<file path="src/rtl/apb_master_arb_if.sv">
// Bundle of requester-side and APB-side signals for apb_master_arb.
//   master modport : the arbiter's view (drives APB control and completions)
//   slave modport  : the environment's view (drives requests, pready, prdata)
// Requester i owns bit i of req_valid/req_write/req_done/req_err and
// slice [i*AW +: AW] of req_addr, [i*DW +: DW] of req_wdata.
interface apb_master_arb_if #(
  parameter int AW = 32,
  parameter int DW = 32
);
  logic [1:0]      req_valid;
  logic [1:0]      req_write;
  logic [2*AW-1:0] req_addr;
  logic [2*DW-1:0] req_wdata;
  logic [1:0]      req_done;
  logic [1:0]      req_err;
  logic [DW-1:0]   rsp_rdata;
  logic            psel;
  logic            penable;
  logic            pwrite;
  logic [AW-1:0]   paddr;
  logic [DW-1:0]   pwdata;
  logic            pready;
  logic [DW-1:0]   prdata;

  modport master (
    input  req_valid, req_write, req_addr, req_wdata, pready, prdata,
    output req_done, req_err, rsp_rdata, psel, penable, pwrite, paddr, pwdata
  );

  modport slave (
    output req_valid, req_write, req_addr, req_wdata, pready, prdata,
    input  req_done, req_err, rsp_rdata, psel, penable, pwrite, paddr, pwdata
  );
endinterface

</file>
<file path="src/rtl/apb_master_arb.sv">
// Two-requester round-robin APB master.
// A request seen in IDLE is granted, its fields are latched onto the APB
// address/data lines, and one SETUP plus one or more ACCESS cycles follow.
// The transfer ends on pready (normal completion) or after TIMEOUT ACCESS
// cycles with pready low (error completion); either way req_done pulses for
// the granted requester in the following IDLE cycle.
// Ports:
//   pclk    : clock, rising edge
//   presetn : asynchronous reset, active HIGH despite the name
//   bus     : apb_master_arb_if.master (requests, completions, APB signals)
// Parameters: AW/DW address/data width, TIMEOUT wait-cycle limit (0 = none).
// Every output is a flop, so nothing reaches the bus combinationally.
module apb_master_arb #(
  parameter int AW      = 32,
  parameter int DW      = 32,
  parameter int TIMEOUT = 16
) (
  input logic              pclk,
  input logic              presetn,
  apb_master_arb_if.master bus
);

  // The counter only needs to reach TIMEOUT-1: that is the last ACCESS cycle
  // in which a low pready is still waited on.
  localparam int CW = (TIMEOUT > 1) ? $clog2(TIMEOUT) : 1;
  localparam logic [CW-1:0] WAIT_LAST = CW'((TIMEOUT > 0) ? TIMEOUT - 1 : 0);

  typedef enum logic [1:0] {
    IDLE   = 2'd0,
    SETUP  = 2'd1,
    ACCESS = 2'd2
  } state_t;

  state_t        state, state_d;
  logic          grant;     // requester owning the current transfer
  logic          last;      // requester granted most recently
  logic          win;       // arbitration result for this IDLE cycle
  logic [CW-1:0] wait_cnt;
  logic          start, finish, abort;

  // With both requesting, the one not served last wins; otherwise the only
  // requester wins (bit 1 alone selects requester 1).
  always_comb win = (bus.req_valid == 2'b11) ? ~last : bus.req_valid[1];

  // NOTE: every variable driven here gets a default first, so no path leaves
  // it unassigned and no latch is inferred.
  always_comb begin
    state_d = state;
    start   = 1'b0;
    finish  = 1'b0;
    abort   = 1'b0;
    unique case (state)
      IDLE: begin
        if (|bus.req_valid) begin
          start   = 1'b1;
          state_d = SETUP;
        end
      end
      SETUP: state_d = ACCESS;
      ACCESS: begin
        // pready wins over the timeout in the same cycle.
        if (bus.pready) begin
          finish  = 1'b1;
          state_d = IDLE;
        end else if (TIMEOUT > 0 && wait_cnt == WAIT_LAST) begin
          abort   = 1'b1;
          state_d = IDLE;
        end
      end
      default: state_d = IDLE;
    endcase
  end

  // NOTE: sequential state uses non-blocking assignments so every flop samples
  // the pre-edge values, independent of statement order.
  always_ff @(posedge pclk or posedge presetn) begin
    if (presetn) state <= IDLE;
    else         state <= state_d;
  end

  always_ff @(posedge pclk or posedge presetn) begin
    if (presetn) begin
      grant         <= 1'b0;
      last          <= 1'b1;  // requester 0 wins the first tie
      wait_cnt      <= '0;
      bus.psel      <= 1'b0;
      bus.penable   <= 1'b0;
      bus.pwrite    <= 1'b0;
      bus.paddr     <= '0;
      bus.pwdata    <= '0;
      bus.rsp_rdata <= '0;
      bus.req_done  <= '0;
      bus.req_err   <= '0;
    end else begin
      // APB strobes track the state being entered, so they line up with it.
      bus.psel     <= (state_d != IDLE);
      bus.penable  <= (state_d == ACCESS);
      bus.req_done <= '0;
      bus.req_err  <= '0;

      if (start) begin
        grant      <= win;
        bus.pwrite <= bus.req_write[win];
        bus.paddr  <= win ? bus.req_addr[2*AW-1:AW] : bus.req_addr[AW-1:0];
        bus.pwdata <= win ? bus.req_wdata[2*DW-1:DW] : bus.req_wdata[DW-1:0];
        wait_cnt   <= '0;
      end

      if (state == ACCESS && !bus.pready) wait_cnt <= wait_cnt + 1'b1;

      if (finish || abort) begin
        bus.req_done <= grant ? 2'b10 : 2'b01;
        bus.req_err  <= abort ? (grant ? 2'b10 : 2'b01) : 2'b00;
        last         <= grant;
      end

      if (finish && !bus.pwrite) bus.rsp_rdata <= bus.prdata;
    end
  end

endmodule

</file>
<file path="src/flat_wrapper.sv">
// flat-port wrapper written by rule: the top's interface ports become plain ports
module apb_master_arb_flat 
#(
  parameter int AW      = 32,
  parameter int DW      = 32,
  parameter int TIMEOUT = 16
)
  (pclk, presetn, bus_req_valid, bus_req_write, bus_req_addr, bus_req_wdata, bus_pready, bus_prdata, bus_req_done, bus_req_err, bus_rsp_rdata, bus_psel, bus_penable, bus_pwrite, bus_paddr, bus_pwdata);
  apb_master_arb_if #(.AW(AW), .DW(DW)) bus_i ();
  input logic pclk;
  input logic presetn;
  input wire logic [$bits(bus_i.req_valid)-1:0] bus_req_valid;
  input wire logic [$bits(bus_i.req_write)-1:0] bus_req_write;
  input wire logic [$bits(bus_i.req_addr)-1:0] bus_req_addr;
  input wire logic [$bits(bus_i.req_wdata)-1:0] bus_req_wdata;
  input wire logic [$bits(bus_i.pready)-1:0] bus_pready;
  input wire logic [$bits(bus_i.prdata)-1:0] bus_prdata;
  output wire logic [$bits(bus_i.req_done)-1:0] bus_req_done;
  output wire logic [$bits(bus_i.req_err)-1:0] bus_req_err;
  output wire logic [$bits(bus_i.rsp_rdata)-1:0] bus_rsp_rdata;
  output wire logic [$bits(bus_i.psel)-1:0] bus_psel;
  output wire logic [$bits(bus_i.penable)-1:0] bus_penable;
  output wire logic [$bits(bus_i.pwrite)-1:0] bus_pwrite;
  output wire logic [$bits(bus_i.paddr)-1:0] bus_paddr;
  output wire logic [$bits(bus_i.pwdata)-1:0] bus_pwdata;
  assign bus_i.req_valid = bus_req_valid;
  assign bus_i.req_write = bus_req_write;
  assign bus_i.req_addr = bus_req_addr;
  assign bus_i.req_wdata = bus_req_wdata;
  assign bus_i.pready = bus_pready;
  assign bus_i.prdata = bus_prdata;
  assign bus_req_done = bus_i.req_done;
  assign bus_req_err = bus_i.req_err;
  assign bus_rsp_rdata = bus_i.rsp_rdata;
  assign bus_psel = bus_i.psel;
  assign bus_penable = bus_i.penable;
  assign bus_pwrite = bus_i.pwrite;
  assign bus_paddr = bus_i.paddr;
  assign bus_pwdata = bus_i.pwdata;
  apb_master_arb #(.AW(AW), .DW(DW), .TIMEOUT(TIMEOUT)) u_core (.pclk(pclk), .presetn(presetn), .bus(bus_i));
endmodule
</file>
<file path="config.mk">
export PLATFORM = sky130hd
export DESIGN_NAME = apb_master_arb_flat
export DESIGN_NICKNAME = d
export VERILOG_FILES = /design/src/rtl/apb_master_arb_if.sv /design/src/rtl/apb_master_arb.sv /design/src/flat_wrapper.sv
export SDC_FILE = /design/constraint.sdc
export NUM_CORES = 1
export LEC_CHECK = 0
export ABC_AREA = 1
export CORE_MARGIN = 8
export CORE_UTILIZATION = 36
export DETAILED_ROUTE_END_ITERATION = 8
export PLACE_DENSITY_LB_ADDON = 0.3
export SKIP_CTS_REPAIR_TIMING = 1
export SYNTH_ARGS = -nofsm -noshare
export SYNTH_HDL_FRONTEND = slang
export SYNTH_SLANG_ARGS = --single-unit
</file>
<file path="constraint.sdc">
create_clock -name pclk -period 3.4 [get_ports pclk]
set_clock_uncertainty 0.05 [all_clocks]
set_input_delay 0.68 -clock pclk [delete_from_list [all_inputs] [get_ports pclk]]
set_output_delay 0.68 -clock pclk [all_outputs]
set_load 0.03 [all_outputs]
</file>
======== Word-level counts from Yosys, hierarchy flattened ========
Cells that the tools add are included.
operators by class
  shift operators ......................... 0
  bitwise logic cells ..................... 1
  div/mod/pow operators ................... 0
  equal/unequal tests ..................... 5
  muxes and demuxes ....................... 22
  multipliers ............................. 0
  $add $sub $neg .......................... 1
  reduce and logical (&&, ||, !) cells .... 9
  magnitude comparators ................... 1
operators by type and width
  operator             count
  $mux 32              2
  $mux 2               7
  $mux 1               10
  $mux 4               2
  $eq 2x2->1 const B   3
  $pmux 2 s3           1
  $add 4x1->4 const B  1
  $eq 4x4->1 const B   1
  $reduce_bool 2->1    2
  $eq 2x1->1 const B   1
  $logic_and 1x1->1    2
  $logic_not 1->1      2
  $logic_not 2->1      1
  $lt 1x2->1 const B   1
  $reduce_or 2->1      1
  $logic_or 1x1->1     1
  $not 1->1            1
storage, ports and cells
  bits in read-only memories .............. 0
  word-level logic and storage cells ...... 51
  memories kept ........................... 0
  latch bits .............................. 0
  memory bits (writable) .................. 0
  output and inout bits ................... 103
  input bits .............................. 167
  bits in registers ....................... 111

======== Longest topological paths before layout ========
Gate-level depths: netlist (run 1).
  depth in word-level cells ............... 6
  gate-level depth with buffers ........... 7
  depth with buffers taken out ............ 6

======== Worst setup path after synthesis (run 1) ========
OpenSTA, ideal clock, no wires.
  path kind ............................... in2reg
  from .................................... input port bus_req_valid[0]
  to ...................................... register u_core.bus.psel
  data required time ...................... 3218 ps
  buffers on the path ..................... 1
  data arrival time ....................... 1276 ps
  setup time .............................. 132 ps
  cell stages on the path ................. 5
  setup slack ............................. 1942 ps
  cell sequence ........................... nor2_1 nor2_4 inv_2 buf_2 o211ai_1
between the ends
  word-level cells in the longest chain between the ends .. 4
RTL lines
  item                  RTL line                 source
  start, declared       flat_wrapper.sv:12       input wire logic [$bits(bus_i.req_valid)-1:0] bus_req_valid;
  $reduce_or 2->1       apb_master_arb.sv:54     if (|bus.req_valid) begin
  $mux 2                apb_master_arb.sv:54
  $pmux 2 s3            apb_master_arb.sv:52     unique case (state)
  $reduce_bool 2->1     apb_master_arb.sv:96     bus.psel <= (state_d != IDLE);
  end signal, assigned  apb_master_arb.sv:96
  end, declared         apb_master_arb_if.sv:27  output req_done, req_err, rsp_rdata, psel, penable, pwrite, paddr, pwdata
Every way passes these cells.
A chain may end at the register's enable or synchronous reset.

======== Final worst setup path (run 1) ========
  from .................................... register u_core.bus.paddr[21]
  to ...................................... output port bus_paddr[21]
RTL lines
  item                    RTL line                 source
  start, declared         apb_master_arb_if.sv:27
  start signal, assigned  apb_master_arb.sv:104    bus.paddr <= win ? bus.req_addr[2*AW-1:AW] : bus.req_addr[AW-1:0];
  end, declared           flat_wrapper.sv:24       output wire logic [$bits(bus_i.paddr)-1:0] bus_paddr;
No word-level cell between the ends.

==> impl_metrics.py, run 1 <==
metrics = {
    "placed_design": {
        "dpl.hpwl_um": 12700,
        "io_buffers": 269,
        "placed_area_um2": 8020,
        "gp_congestion": 0.794,
    },
    "worst_setup_path": {
        "cpPeakStageDelay_ns": 0.71,
        "path_buf_inv": 1,
        "cp-start-kind": "register",
        "path_delay_family": "buffers and inverters",
        "cp_cell_sequence": "clkdlybuf4s50_1",
        "crit_slowest_cell": "clkdlybuf4s50_1",
        "crit_arrival_ns": 1.46,
        "cp.required_ns": 2.67,
        "path_class": "register to primary output",
        "cp-end-kind": "primary output",
        "cp_max_fo": 2,
    },
    "clock_network": {
        "insertion_delay_ns": 0.34,
        "clock_sinks": 111,
        "cts_tree": "yes",
        "clk_pin_slew_worst_paths_ns": 0.07,
        "numCtsBuffers": 9,
        "clock-root-buffer": "clkbuf_16",
        "cts_buffer_depth": 2,
        "h-tree-depth": 3,
    },
    "floorplanning": {
        "die_h_um": 136,
        "initial_utilization": 0.364,
        "rows": 44,
        "die_w_um": 136,
        "die_area_um2": 18600,
        "core_um2": 14300,
        "ioPinCount": 270,
    },
    "synthesis": {
        "syn_area_per_cell_um2": 7.59,
        "synth_cell_types": 21,
        "async_flop_share": 1.00,
        "synth_top_area_share": 0.528,
        "synth_nets": 854,
        "ys_seq_area_frac": 0.534,
        "synth-main-ff-cell": "dfrtp_1",
        "yosysTopAreaCell": "dfrtp_1",
        "synth.most_common_cell": "nand2_1",
        "syn-cell-area_um2": 5210,
        "yosys_warnings": 0,
        "synth_area_leaders": "dfrtp_1, nand2_1, inv_1",
        "syn_inst": 686,
        "synth-edff-count": 0,
        "yosys-top-cells-count": "nand2_1, dfrtp_1, inv_1",
        "synth-seq-cells": 111,
    },
    "drt": {
        "drtIter0Drc": 265,
        "dr_total_vias": 4991,
        "routedWlPerCell_um": 14.6,
        "via_per_inst": 4.41,
        "dr.pass1.iters": 4,
        "final_antenna_net_count": 0,
        "wirelength_um": 16600,
        "drcViolationCount": 0,
    },
    "run_status": {
        "status": "complete, no violations",
    },
    "sta": {
        "period_minus_slack_ns": 2.19,
        "fmax_mhz": 456,
        "slew_headroom": 0.536,
        "rsz0062_at_grt": "false",
        "whs_ns": 0.436,
        "slew_viol_final": 0,
        "finalSetupTns_ns": 0,
        "finalHoldViolations": 0,
        "setup_viol": 0,
        "tightest_slew_ns": 0.695,
        "fin_crit_sh": 0.645,
    },
    "power_and_ir_drop": {
        "leakagePower_nw": 4.08,
        "finalPower_mw": 7.26,
        "powerDensity_nw_per_um2": 874,
        "peakVddDrop_mv": 0.396,
    },
    "global_routing": {
        "antenna_found_initial": 0,
        "grt_overflow_total": 0,
        "grt_first_pass_wirelength_um": 25400,
        "grt_pass1_vias": 4804,
        "track_usage": 0.175,
        "grt_max_degree": 65,
    },
    "min_path": {
        "hold_class": "register to register",
    },
    "cells_and_area": {
        "area_growth_pct": 59.4,
        "insertedDiodeCount": 0,
        "ff_latch_area_um2": 2780,
        "nFillCells": 1297,
        "final_util": 0.580,
        "drive_above_1_share": 0.0359,
        "final_area_um2": 8300,
        "finalNetCount": 1111,
        "multi_input_area_um2": 1810,
    },
    "flow_run": {
        "maxCapViolations": 0,
    },
}
## cell usage in the layout, fill, tap and decap left out, types with 4 or more instances in the layout
cell type        instances
inv_1                  104
o21ai_1                 57
o21ai_0                 43
nand2_1                245
clkdlybuf4s50_1        269
clkbuf_1                 4
dfrtp_1                110
clkbuf_16                9
nand3_1                  9
nor2_1                  69
inv_2                    4
buf_4                   10
## per-stage QoR
step                setup slack, ns  std cells
floorplan                      1.33        686
finish                         1.21       1132
global placement               1.03       1116
global route                   1.17       1132
detailed placement            0.969       1116
CTS                            1.17       1132
## final cells by class
type                       count  area share
tap                          184      0.0277
multi-input combinational    432       0.218
timing repair buffer         280       0.336
clock buffer                  13      0.0289
inverter                     109      0.0497
clock inverter                 3     0.00528
sequential                   111       0.335
## state kept, by name, indices dropped and copies added (netlist names)
| signal | count |
|---|---|
| u_core.bus.paddr | 32 |
| u_core.bus.pwdata | 32 |
| u_core.bus.rsp_rdata | 32 |
| u_core.wait_cnt | 4 |
| u_core.bus.req_done | 2 |
| u_core.bus.req_err | 2 |
| u_core.state | 2 |
| u_core.bus.penable | 1 |
| u_core.bus.psel | 1 |
| u_core.bus.pwrite | 1 |
| u_core.grant | 1 |
| u_core.last | 1 |
## power breakdown
part | switching (mW) | leakage [nW] | internal, mW
combinational | 2.37 | 2.57 | 1.56
sequential | 0.340 | 1.37 | 1.94
clock | 0.469 | 0.138 | 0.574
total | 3.18 | 4.08 | 4.08
## kinds of logic after synthesis
group | count (synthesis) | synth area share
adders and majority gates | 1 | 0.00240
and+or+nand+nor | 329 | 0.245
AOI/OAI and AO/OA | 102 | 0.0985
buffers and inverters | 143 | 0.120
DFF | 111 | 0.534
## worst paths after layout
path	slack, ns	cells after the start	endpoint	start
max in group asynchronous	1.77	3	u_core.last	presetn
worst max-delay path	1.21	1	bus_paddr[21]	u_core.bus.paddr[21]
worst max register to register	1.60	6	u_core.bus.pwdata[29]	u_core.last
worst min-delay path	0.44	1	u_core.bus.req_err[0]	u_core.grant
min in group asynchronous	0.74	2	u_core.bus.pwdata[14]	presetn
worst min register to register	0.44	1	u_core.bus.req_err[0]	u_core.grant
## routing by layer
layer / wire length, um / up-vias / global-route usage
li1: - / 2565 / -
met1: 6840 / 2215 / 0.206
met2: 7410 / 198 / 0.273
met3: 2070 / 13 / 0.0861
met4: 244 / 0 / 0.0574
met5: 0 / - / 0
No activity file was read; power rests on OpenSTA's default activity.
==> inputs of run 2 (changes only) <==
==> constraint.sdc (replaced) <==
create_clock -name pclk -period 2 [get_ports pclk]
set_clock_uncertainty 0.05 [all_clocks]
set_input_delay 0.4 -clock pclk [delete_from_list [all_inputs] [get_ports pclk]]
set_output_delay 0.4 -clock pclk [all_outputs]
set_load 0.03 [all_outputs]
==> run 2 against run 1 <==
  * Die area unchanged
  * Global-route usage increased by 0.28 points
  * Critical path depth unchanged
  * Total power increased by 74%
  * Setup slack worse by 1.1 ns
  * Cell count about the same
  * Count of clock-buffer cells in the layout down 2
  * Design area is 1.7% higher
  * Routed wire length down 1.4%
  * Largest power group unchanged
==> impl_metrics.py, run 2 (synthesis results as in run 1) <==
metrics = {
    "run_status": {
        "status": "complete, no violations",
    },
    "cells_and_area": {
        "ff_latch_area_um2": 2780,
        "finalNonFillerCells": 1133,
        "finalNetCount": 1112,
        "drive_above_1_share": 0.0390,
        "nFillCells": 1333,
        "area_growth_pct": 62.0,
        "layout_commonest_cell": "clkdlybuf4s50_1",
        "multi_input_area_um2": 1810,
        "insertedDiodeCount": 0,
        "final_cell_mix": "clkdlybuf4s50_1, nand2_1, dfrtp_1",
        "reg.largest.list": "u_core.bus.paddr: 32 flops, u_core.bus.pwdata: 32 flops, u_core.bus.rsp_rdata: 32 flops",
    },
    "sta": {
        "setup_viol": 0,
        "slew_viol_final": 0,
        "fmax_mhz": 526,
        "finalHoldViolations": 0,
        "rsz0062_at_grt": "false",
        "fin_crit_sh": 0.951,
        "period_minus_slack_ns": 1.90,
        "slew_headroom": 0.748,
        "finalSetupTns_ns": 0,
        "tightest_slew_ns": 0.377,
    },
    "clock_network": {
        "cts_tree": "yes",
        "clk_pin_slew_worst_paths_ns": 0.07,
        "clock_sinks": 111,
        "numCtsBuffers": 9,
        "h-tree-depth": 3,
        "clock-root-buffer": "clkbuf_16",
        "cts_buffer_depth": 2,
        "insertion_delay_ns": 0.35,
    },
    "flow_run": {
        "maxCapViolations": 0,
    },
    "power_and_ir_drop": {
        "powerDensity_nw_per_um2": 1490,
        "leakagePower_nw": 4.14,
        "peakVddDrop_mv": 0.700,
    },
    "worst_setup_path": {
        "cpPeakStageDelay_ns": 0.70,
        "crit_arrival_ns": 1.45,
        "regToRegSetupSlack_ns": 0.52,
        "cp_cell_sequence": "clkdlybuf4s50_1",
        "cp.required_ns": 1.55,
        "r2r_end": "u_core.bus.pwdata[22]",
        "regToRegStartpoint": "u_core.last",
        "cp-end-kind": "primary output",
        "cp-start-kind": "register",
        "crit_slowest_cell": "clkdlybuf4s50_1",
        "path_delay_family": "buffers and inverters",
        "path_buf_inv": 1,
        "cp_max_fo": 2,
        "path_class": "register to primary output",
        "reg2regPathDepth": 5,
    },
    "global_routing": {
        "grt_pass1_vias": 5017,
        "track_usage": 0.178,
        "grt_max_degree": 71,
        "grt_overflow_total": 0,
        "grt_first_pass_wirelength_um": 26000,
        "antenna_found_initial": 0,
    },
    "floorplanning": {
        "ioPinCount": 270,
        "core_um2": 14300,
        "die_h_um": 136,
        "die_area_um2": 18600,
        "initial_utilization": 0.364,
        "die_w_um": 136,
        "rows": 44,
    },
    "drt": {
        "final_antenna_net_count": 0,
        "via_per_inst": 4.41,
        "drcViolationCount": 0,
        "wirelength_um": 16300,
        "routedWlPerCell_um": 14.4,
        "dr_total_vias": 5000,
        "dr.pass1.iters": 4,
        "drtIter0Drc": 183,
    },
    "placed_design": {
        "io_buffers": 269,
        "dpl.hpwl_um": 12600,
        "dp_cells": 1117,
        "gp_congestion": 0.776,
    },
    "min_path": {
        "min_path_cells": 2,
        "hold_class": "register to register",
        "min_to": "u_core.bus.paddr[1]",
        "min_from": "u_core.bus.paddr[1]",
    },
}
-- run 2: cell types whose count changed in the layout (fill, tap and decap cells not counted), sizes merged --
cell    change
clkbuf      -2
clkinv      +1
buf         +1
bufinv      +1
-- run 2: how the worst max path moves through the flow --
stage                              start               endpoint  slack [ns]  depth (start not counted)
floorplan                        presetn    u_core.bus.paddr[0]        0.21                          1
global placement        bus_req_valid[1]  u_core.bus.pwdata[21]        0.17                          6
detailed placement      bus_req_valid[1]  u_core.bus.pwdata[22]        0.11                          6
CTS                 u_core.bus.paddr[21]          bus_paddr[21]        0.06                          1
global route        u_core.bus.paddr[21]          bus_paddr[21]        0.04                          1
finish              u_core.bus.paddr[21]          bus_paddr[21]         0.1                          1
-- run 2: cell type report --
class | count | area share
clock buffers | 11 | 0.0276
clock inverters | 5 | 0.00978
inverters | 109 | 0.0489
multi-input cells | 432 | 0.214
flip-flops and latches | 111 | 0.329
well taps | 184 | 0.0273
repair buffers | 281 | 0.343
-- run 2: where the power goes --
group / internal (mW) / switching [mW]
Combinational: 2.77 / 4.05
Clock: 1.10 / 0.814
Sequential: 3.30 / 0.567
Total: 7.17 / 5.43
-- run 2: routing by layer --
| metal | GRT usage | share of wire | vias up |
|---|---|---|---|
| met5 | 0 | 0 | - |
| met4 | 0.0610 | 0.014 | 0 |
| met3 | 0.0928 | 0.14 | 14 |
| met2 | 0.278 | 0.44 | 209 |
| met1 | 0.205 | 0.41 | 2212 |
| li1 | - | - | 2565 |
-- run 2: metrics by stage --
stage          cell area [um^2]   util  setup slack [ns]  power, mW  hold slack (ns)
3_5_place_dp               8130  0.568             0.113       10.8            0.422
5_1_grt                    8440  0.590            0.0395       13.5            0.454
3_3_place_gp               8130  0.568             0.170       10.7            0.415
4_1_cts                    8440  0.590            0.0594       12.8            0.440
2_1_floorplan              5210      -             0.207       7.80            0.395
6_report                   8440  0.590            0.0983       12.6            0.434
==> inputs of run 3 (changes only) <==
--- a/config.mk
+++ b/config.mk
@@ -6,6 +6,7 @@
 export NUM_CORES = 1
 export LEC_CHECK = 0
 export ABC_AREA = 1
+export CAP_MARGIN = 10
 export CORE_MARGIN = 8
 export CORE_UTILIZATION = 36
 export DETAILED_ROUTE_END_ITERATION = 8
==> results of run 3 <==
Final layout, timing and power as in run 2 (identical DEF).
